<file path="config.mk">
export PLATFORM = sky130hd
export DESIGN_NAME = pipeline_ctrl
export DESIGN_NICKNAME = d
export VERILOG_FILES = /design/src/rtl/pipeline_ctrl_pkg.sv /design/src/rtl/pipeline_ctrl_reg_match.sv /design/src/rtl/pipeline_ctrl.sv
export SDC_FILE = /design/constraint.sdc
export NUM_CORES = 1
export LEC_CHECK = 0
export BUFFER_PORTS_ARGS = -buffer_cell sky130_fd_sc_hd__buf_4
export CAP_MARGIN = 20
export CORE_ASPECT_RATIO = 0.6
export CORE_UTILIZATION = 53
export CTS_CLUSTER_DIAMETER = 80
export DETAILED_ROUTE_END_ITERATION = 8
export PLACE_DENSITY = 0.81
export SETUP_SLACK_MARGIN = 0.2
export SYNTH_ARGS = -nofsm -noshare
export SYNTH_HDL_FRONTEND = slang
export SYNTH_SLANG_ARGS = --single-unit
</file>
<file path="constraint.sdc">
create_clock -name clk -period 3.9 [get_ports clk]
set_clock_uncertainty 0.1 [all_clocks]
set_input_delay 0.585 -clock clk [delete_from_list [all_inputs] [get_ports clk]]
set_output_delay 0.585 -clock clk [all_outputs]
set_load 0.01 [all_outputs]
</file>
<file path="src/rtl/pipeline_ctrl_pkg.sv">
// Shared encodings for the pipeline sequencer: pipeline-register update
// commands, sequencer states and the width of the execute wait counter.
package pipe_ctrl_pkg;

  localparam int CNT_BITS = 5;

  localparam logic [1:0] UPD_HOLD  = 2'b00;
  localparam logic [1:0] UPD_ADV   = 2'b01;
  localparam logic [1:0] UPD_FLUSH = 2'b10;

  typedef enum logic [1:0] {
    RUN    = 2'd0,
    EXWAIT = 2'd1,
    HALT   = 2'd2
  } pc_state_t;

endpackage

</file>
<file path="src/rtl/pipeline_ctrl_reg_match.sv">
// Hazard compare of one decode source against the E-stage destination.
// Register 0 is deliberately not excluded.
module reg_match (
  input  logic [1:0] rw,
  input  logic [4:0] rd,
  input  logic [5:0] r,
  input  logic       use_r,
  output logic       hit
);

  assign hit = use_r && (rw != 2'b00) && (rw[1] == r[5]) && (rd == r[4:0]);

endmodule

</file>
<file path="src/rtl/pipeline_ctrl.sv">
// Pipeline sequencer: derives fd/de/ew update commands and PC control from
// hazards, branches, multi-cycle execute, stop and memory stalls.
module pipeline_ctrl
  import pipe_ctrl_pkg::*;
#(
  parameter int CNT_W = 32
) (
  input  logic                clk,
  input  logic                rst,
  input  logic [5:0]          d_rs,
  input  logic [5:0]          d_rt,
  input  logic                d_use_s,
  input  logic                d_use_t,
  input  logic [1:0]          de_rw,
  input  logic [4:0]          de_rd,
  input  logic [4:0]          de_wait_time,
  input  logic                e_branch,
  input  logic                de_stop,
  input  logic                mem_stall,
  input  logic                resume,
  output logic [1:0]          fd_update,
  output logic [1:0]          de_update,
  output logic [1:0]          ew_update,
  output logic                pc_en,
  output logic                pc_sel,
  output logic                halted,
  output logic [CNT_W-1:0]    stall_cnt,
  output logic [CNT_W-1:0]    flush_cnt,
  output pc_state_t           state_dbg,
  output logic [CNT_BITS-1:0] cnt_dbg
);

  pc_state_t           state, state_n;
  logic [CNT_BITS-1:0] cnt, cnt_n;
  logic [CNT_BITS-1:0] wait_eff;
  logic                hit_s, hit_t;
  logic                final_cyc, stall_inc, flush_inc;

  reg_match u_match_s (.rw(de_rw), .rd(de_rd), .r(d_rs), .use_r(d_use_s), .hit(hit_s));
  reg_match u_match_t (.rw(de_rw), .rd(de_rd), .r(d_rt), .use_r(d_use_t), .hit(hit_t));

  assign wait_eff  = (de_wait_time == '0) ? CNT_BITS'(1) : de_wait_time;
  assign halted    = (state == HALT);
  assign state_dbg = state;
  assign cnt_dbg   = cnt;

  always_ff @(posedge clk) begin
    if (rst) begin
      state     <= RUN;
      cnt       <= '0;
      stall_cnt <= '0;
      flush_cnt <= '0;
    end else begin
      state <= state_n;
      cnt   <= cnt_n;
      if (stall_inc) stall_cnt <= stall_cnt + CNT_W'(1);
      if (flush_inc) flush_cnt <= flush_cnt + CNT_W'(1);
    end
  end

  always_comb begin
    fd_update = UPD_HOLD;
    de_update = UPD_HOLD;
    ew_update = UPD_HOLD;
    pc_en     = 1'b0;
    pc_sel    = 1'b0;
    state_n   = state;
    cnt_n     = cnt;
    final_cyc = 1'b0;
    stall_inc = 1'b0;
    flush_inc = 1'b0;

    if (rst) begin
      fd_update = UPD_FLUSH;
      de_update = UPD_FLUSH;
      ew_update = UPD_FLUSH;
      state_n   = RUN;
      cnt_n     = '0;
    end else if (!mem_stall) begin
      unique case (state)
        HALT: begin
          ew_update = UPD_FLUSH;
          if (resume) state_n = RUN;
        end
        RUN: begin
          if (wait_eff > CNT_BITS'(1)) begin
            ew_update = UPD_FLUSH;
            cnt_n     = wait_eff - CNT_BITS'(1);
            state_n   = EXWAIT;
            stall_inc = 1'b1;
          end else begin
            final_cyc = 1'b1;
          end
        end
        EXWAIT: begin
          if (cnt > CNT_BITS'(1)) begin
            ew_update = UPD_FLUSH;
            cnt_n     = cnt - CNT_BITS'(1);
            stall_inc = 1'b1;
          end else begin
            cnt_n     = '0;
            state_n   = RUN;
            final_cyc = 1'b1;
          end
        end
        default: state_n = RUN;
      endcase

      // E's final cycle: stop beats branch, branch squashes a hazarding D.
      if (final_cyc) begin
        if (de_stop) begin
          fd_update = UPD_FLUSH;
          de_update = UPD_FLUSH;
          ew_update = UPD_ADV;
          state_n   = HALT;
        end else if (e_branch) begin
          fd_update = UPD_FLUSH;
          de_update = UPD_FLUSH;
          ew_update = UPD_ADV;
          pc_en     = 1'b1;
          pc_sel    = 1'b1;
          flush_inc = 1'b1;
        end else if (hit_s || hit_t) begin
          de_update = UPD_FLUSH;
          ew_update = UPD_ADV;
          stall_inc = 1'b1;
        end else begin
          fd_update = UPD_ADV;
          de_update = UPD_ADV;
          ew_update = UPD_ADV;
          pc_en     = 1'b1;
        end
      end
    end
  end

endmodule

</file>
Yosys cells after proc, flatten, opt, wreduce, memory -nomap -nowiden
Index checks and enable logic that the tools add are counted.

word-level totals
  flip-flop bits (word level) = 71
  word-level logic and storage cells = 83

operators by class
  add/sub/neg operators = 4
  $lt $le $gt $ge = 2
  equality and inequality tests = 7
  muxes and demuxes = 53
  bitwise gates (word level) = 1
  reductions and logical operators = 12

operators by type and width
  kind                                                           number
  adder 32 x 1 -> 32 bit, second input constant                  2
  two-way mux 2 bit                                              21
  two-way mux 1 bit                                              24
  two-way mux 5 bit                                              3
  one-hot mux 2 bit (3 select lines)                             2
  == test 5 bit                                                  2
  greater-than comparator 5 x 1 -> 1 bit, second input constant  2
  one-hot mux 5 bit (2 select lines)                             1
  subtractor 5 x 1 -> 5 bit, second input constant               2
  logical AND 1 bit                                              6
  logical NOT 5 bit                                              1
  one-hot mux 1 bit (2 select lines)                             2
  nonzero test 2 bit                                             2
  AND reduction 3 bit                                            1
  == test 1 bit                                                  2
  == test 2 x 1 -> 1 bit, second input constant                  1
  == test 2 bit, second input constant                           1
  logical NOT 2 bit                                              1
  != test 2 bit, second input constant                           1
  logical OR 1 bit                                               1
  NOT 1 bit                                                      1

Depth between registers and ports, before layout
  depth in word-level cells = 11
  depth in mapped cells = 10
  depth with buffers taken out = 9

Cells and area by module
From an unflattened synthesis, not the netlist that was laid out.

second synthesis, totals
  cells, all modules = 473
  area, all modules = 3888.7 um^2

modules (own cells, without submodules)
  module         times used  cells each  area each (um^2)  seq. area each (um^2)
  pipeline_ctrl  1           455         3741.1            1421.4
  reg_match      2           9           73.8              0.0

Worst setup path after synthesis
No wires, ideal clock.

  path type = input to output
  start point = input port de_wait_time[4]
  end point = output port fd_update[0]
  data arrival time = 2.497 ns
  data required time = 3.215 ns
  setup slack = 0.718 ns
  stages = 8
  path buffers = 1
  cells stage by stage = nor3_1 -> a21o_1 -> ha_1 -> or4b_4 -> o32ai_1 -> nand2_1 -> nor3_1 -> buf_4

on the way
  word-level cells in the longest chain between the ends = 10

ends and longest elaborated chain
  what                                      line                  text
  start: declaration                        pipeline_ctrl.sv:16   input logic [4:0] de_wait_time,
  logical NOT 5 bit                         pipeline_ctrl.sv:42   assign wait_eff = (de_wait_time == '0) ? CNT_BITS'(1) : de_wait_time;
  two-way mux 5 bit *                       pipeline_ctrl.sv:42
  greater-than comparator 5 x 1 -> 1 bit *  pipeline_ctrl.sv:86   if (wait_eff > CNT_BITS'(1)) begin
  two-way mux 1 bit *                       pipeline_ctrl.sv:86
  one-hot mux 1 bit (2 select lines) *      pipeline_ctrl.sv:80   unique case (state)
  two-way mux 1 bit *                       pipeline_ctrl.sv:79   end else if (!mem_stall) begin
  two-way mux 1 bit *                       pipeline_ctrl.sv:73   if (rst) begin
  two-way mux 2 bit *                       pipeline_ctrl.sv:110  if (final_cyc) begin
  two-way mux 2 bit *                       pipeline_ctrl.sv:79
  two-way mux 2 bit *                       pipeline_ctrl.sv:73
  end: declaration                          pipeline_ctrl.sv:21   output logic [1:0] fd_update,

Every way passes the cells marked *; elsewhere a longest branch is shown, timed or not. The select of a mux whose other input is x is not followed.

Worst setup path after layout
  start point = input port de_wait_time[2]
  end point = output port pc_sel

on the way
  word-level cells in the longest chain between the ends = 10

ends and longest elaborated chain
  what                                      line                  text
  logical NOT 5 bit                         pipeline_ctrl.sv:42
  two-way mux 5 bit *                       pipeline_ctrl.sv:42
  greater-than comparator 5 x 1 -> 1 bit *  pipeline_ctrl.sv:86
  two-way mux 1 bit *                       pipeline_ctrl.sv:86
  one-hot mux 1 bit (2 select lines) *      pipeline_ctrl.sv:80
  two-way mux 1 bit *                       pipeline_ctrl.sv:79
  two-way mux 1 bit *                       pipeline_ctrl.sv:73
  two-way mux 1 bit *                       pipeline_ctrl.sv:110
  two-way mux 1 bit *                       pipeline_ctrl.sv:79
  two-way mux 1 bit *                       pipeline_ctrl.sv:73
  end: declaration                          pipeline_ctrl.sv:25   output logic pc_sel,

Marks and branches as above.

==> impl_metrics.toml <==
[worst_setup_path]
cpMostUsedCell = "buf_4"
crit_chain = "buf_4, nor3_1, a21o_1, ha_1, or4b_4, o32ai_2, nand2_1, nor2_1, buf_4"
crit_slowest_cell = "or4b_4"
startpoint_type = "input port"
cp_max_fo = 5
rr_startpoint = "cnt_dbg[1]$_SDFFE_PP0P_"
crit_arrival_ps = 2670
ff2ff_path_depth = 8
setup.worst_path.class = "in2out"
timing.rr.end = "stall_cnt[21]$_SDFFE_PP0P_"
worstPathRequired_ps = 3210
ff2ff_setup_slack_ps = 1290
cpPeakStageDelay_ps = 500
cp-end-kind = "output port"

[place]
dp_hpwl_mm = 7.79
placed_area_um2 = 4920
place_congestion = 0.879
portBuffers = 111

[yosys]
syn_area_um2 = 4030
ys_seq_area_share_pct = 35.3
yosysTopAreaCell = "dfxtp_1"
ys_ff_latch = 71
synth.distinct_cells = 46
synth_top_cell_area_share_pct = 35.3
synth-edff-count = 0
syn_nets = 535
synth.avg_cell_area_um2 = 8.11
ys_warn_count = 0
synth_area_leaders = "dfxtp_1, mux2_2, nor2_1, xor2_1, nor2b_1"
synthCells = 497
synth_common_cells = "nor2_1, dfxtp_1, nand3_1"
async_flop_share_pct = 0
synth_ff_type = "dfxtp_1"
yosysMostFrequentCell = "nor2_1"

[global_route]
grt_pass1_vias = 3769
grt_overflow = 0
antenna_found_initial = 0
track_usage_pct = 27.7
grt_max_degree = 102
grt_pass1_wl_mm = 17.6

[clocking]
cts_root_buffer = "clkbuf_16"
cts_inserted_buffers = 9
cts_tree = "yes"
insertion_delay_ps = 320
cts.clk_slew.worst_paths_ps = 50
holdBufCountCts = 0
clock_path_buffers = 2
clkSinkCount = 71
cts_max_level = 3

[sta]
finalSetupTns_ps = 0
clock.fmax_mhz = 298
drv_slew = 0
min_period_ps = 3360
slew_headroom_pct = 35.6
final_hold_viol_count = 0
timing.final.crit_share_pct = 86.1
rsz0062_at_grt = "no"
worstMarginPinSlew_ps = 966
setup_violations = 0

[die]
start_util_pct = 55.2
die_w_um = 115
core_um2 = 7300
io_pins = 112
die-height_um = 69.5
rows = 24
dieArea_um2 = 7970

[finish]
syn2layout_area_growth_pct = 30.0
final_area_um2 = 5240
drive_gt1_share_pct = 28.2
nFillCells = 595
final_util_pct = 71.8
fin_nets = 636
multiInputGateArea_um2 = 2490
regArea_um2 = 1420
diodes = 0

[power]
p_total_w = 0.00177
power.density_nw_per_um2 = 337
p_leak_nw = 2.27
max-vdd-ir-drop_uv = 259

[worst_hold_path]
hp-class = "in2reg"
holdPathEnd = "state_dbg[1]$_SDFFE_PP0N_"
worstHoldStart = "rst"
whs_path_depth = 2

[detailed_routing]
drt_iter0_drc = 271
drc = 0
first_pass_iters = 5
drt-total-wl_mm = 10.8
vias = 4014
wl_per_cell_um = 15.3
viasPerCell = 5.68
postRouteAntennaNets = 0

[status]
outcome = "finished, final reports clean"

[run]
cap_viol_max_count = 0
worst max-delay path by stage:
stage / from / end / slack (ps) / cells past startpoint
3_3_place_gp: de_wait_time[4] / fd_update[0] / 560 / 9
6_report: de_wait_time[2] / pc_sel / 540 / 9
4_1_cts: de_wait_time[2] / fd_update[0] / 490 / 9
5_1_grt: de_wait_time[2] / pc_en / 270 / 11
2_1_floorplan: de_wait_time[4] / fd_update[0] / 720 / 8
3_5_place_dp: de_wait_time[2] / fd_update[0] / 480 / 9
where the power goes:
group | internal (W) | switching [W] | total [W]
Clock | 0.000528 | 0.000300 | 0.000828
Combinational | 0.0000839 | 0.000106 | 0.000190
Sequential | 0.000735 | 0.0000155 | 0.000750
Total | 0.00135 | 0.000421 | 0.00177
stage by stage:
| step | cells | setup WS (ps) | hold WS [ps] |
|---|---|---|---|
| after floorplan | 497 | 718 | 402 |
| after global placement | 691 | 563 | 387 |
| after detailed placement | 691 | 485 | 400 |
| after CTS | 707 | 491 | 380 |
| after global routing | 707 | 274 | 406 |
| final | 707 | 541 | 395 |
cells by family (layout without fill, tap and decap cells):
kind of cell	Yosys count	count (layout)	synth area share [%]
xor+xnor	42	42	9.13
fa+ha+maj	6	6	1.86
buf+inv	32	138	3.14
compound gates	70	70	10.4
mux	31	31	8.66
simple gates	245	245	31.5
flops	71	71	35.3
repair_timing:
action                                  in CTS  in global routing
resized for setup                            0                  1
buffers inserted                             0                  0
endpoints found under the setup margin       0                  1
critical path, delay by kind of cell:
kind / cells / cell delay (ps)
AO/OA/AOI/OAI: 2 / 360
buffers and inverters: 2 / 320
AND/OR/NAND/NOR: 4 / 1220
adder cells (fa/ha/maj): 1 / 180
sequential cells by signal (all words and copies together) (netlist names):
name       count
cnt_dbg        5
flush_cnt     32
state_dbg      2
stall_cnt     32
routing by layer:
layer  up-vias  global-route usage (%)  routed length [µm]
met1      1886                    37.3                4940
met3        13                    7.78                 949
met2       181                    43.4                4800
li1       1934                       -                   -
met4         0                    7.36                 108
met5         -                       0                   0
layout by cell type (no fill, tap or decap), types with 2 or more instances in the layout:
| cell type | instances |
|---|---|
| buf_4 | 115 |
| nor2_1 | 82 |
| dfxtp_1 | 71 |
| nand3_1 | 34 |
| a21oi_1 | 33 |
| nor2b_1 | 32 |
| mux2_2 | 31 |
| xor2_1 | 30 |
| nand2_1 | 25 |
| nand4_1 | 17 |
| and3_1 | 17 |
| o21ai_0 | 14 |
| xnor2_1 | 12 |
| nor3_1 | 9 |
| and4_1 | 9 |
| clkbuf_16 | 9 |
| inv_1 | 7 |
| and2_1 | 6 |
| ha_1 | 6 |
| nor4_1 | 3 |
| a211oi_1 | 3 |
| a21boi_0 | 3 |
| nand2b_1 | 2 |
| a21o_1 | 2 |
| nor3b_1 | 2 |
| o32ai_1 | 2 |
| clkinv_2 | 2 |
| clkbuf_8 | 2 |
cell type report:
| class | instances | share of cell area, % |
|---|---|---|
| clock buffers | 11 | 4.82 |
| clock inverters | 5 | 1.07 |
| inverters | 7 | 0.501 |
| multi-input cells | 394 | 47.5 |
| flip-flops and latches | 71 | 27.1 |
| well taps | 104 | 2.48 |
| repair buffers | 115 | 16.5 |
Power figures use the tool's default switching activity.
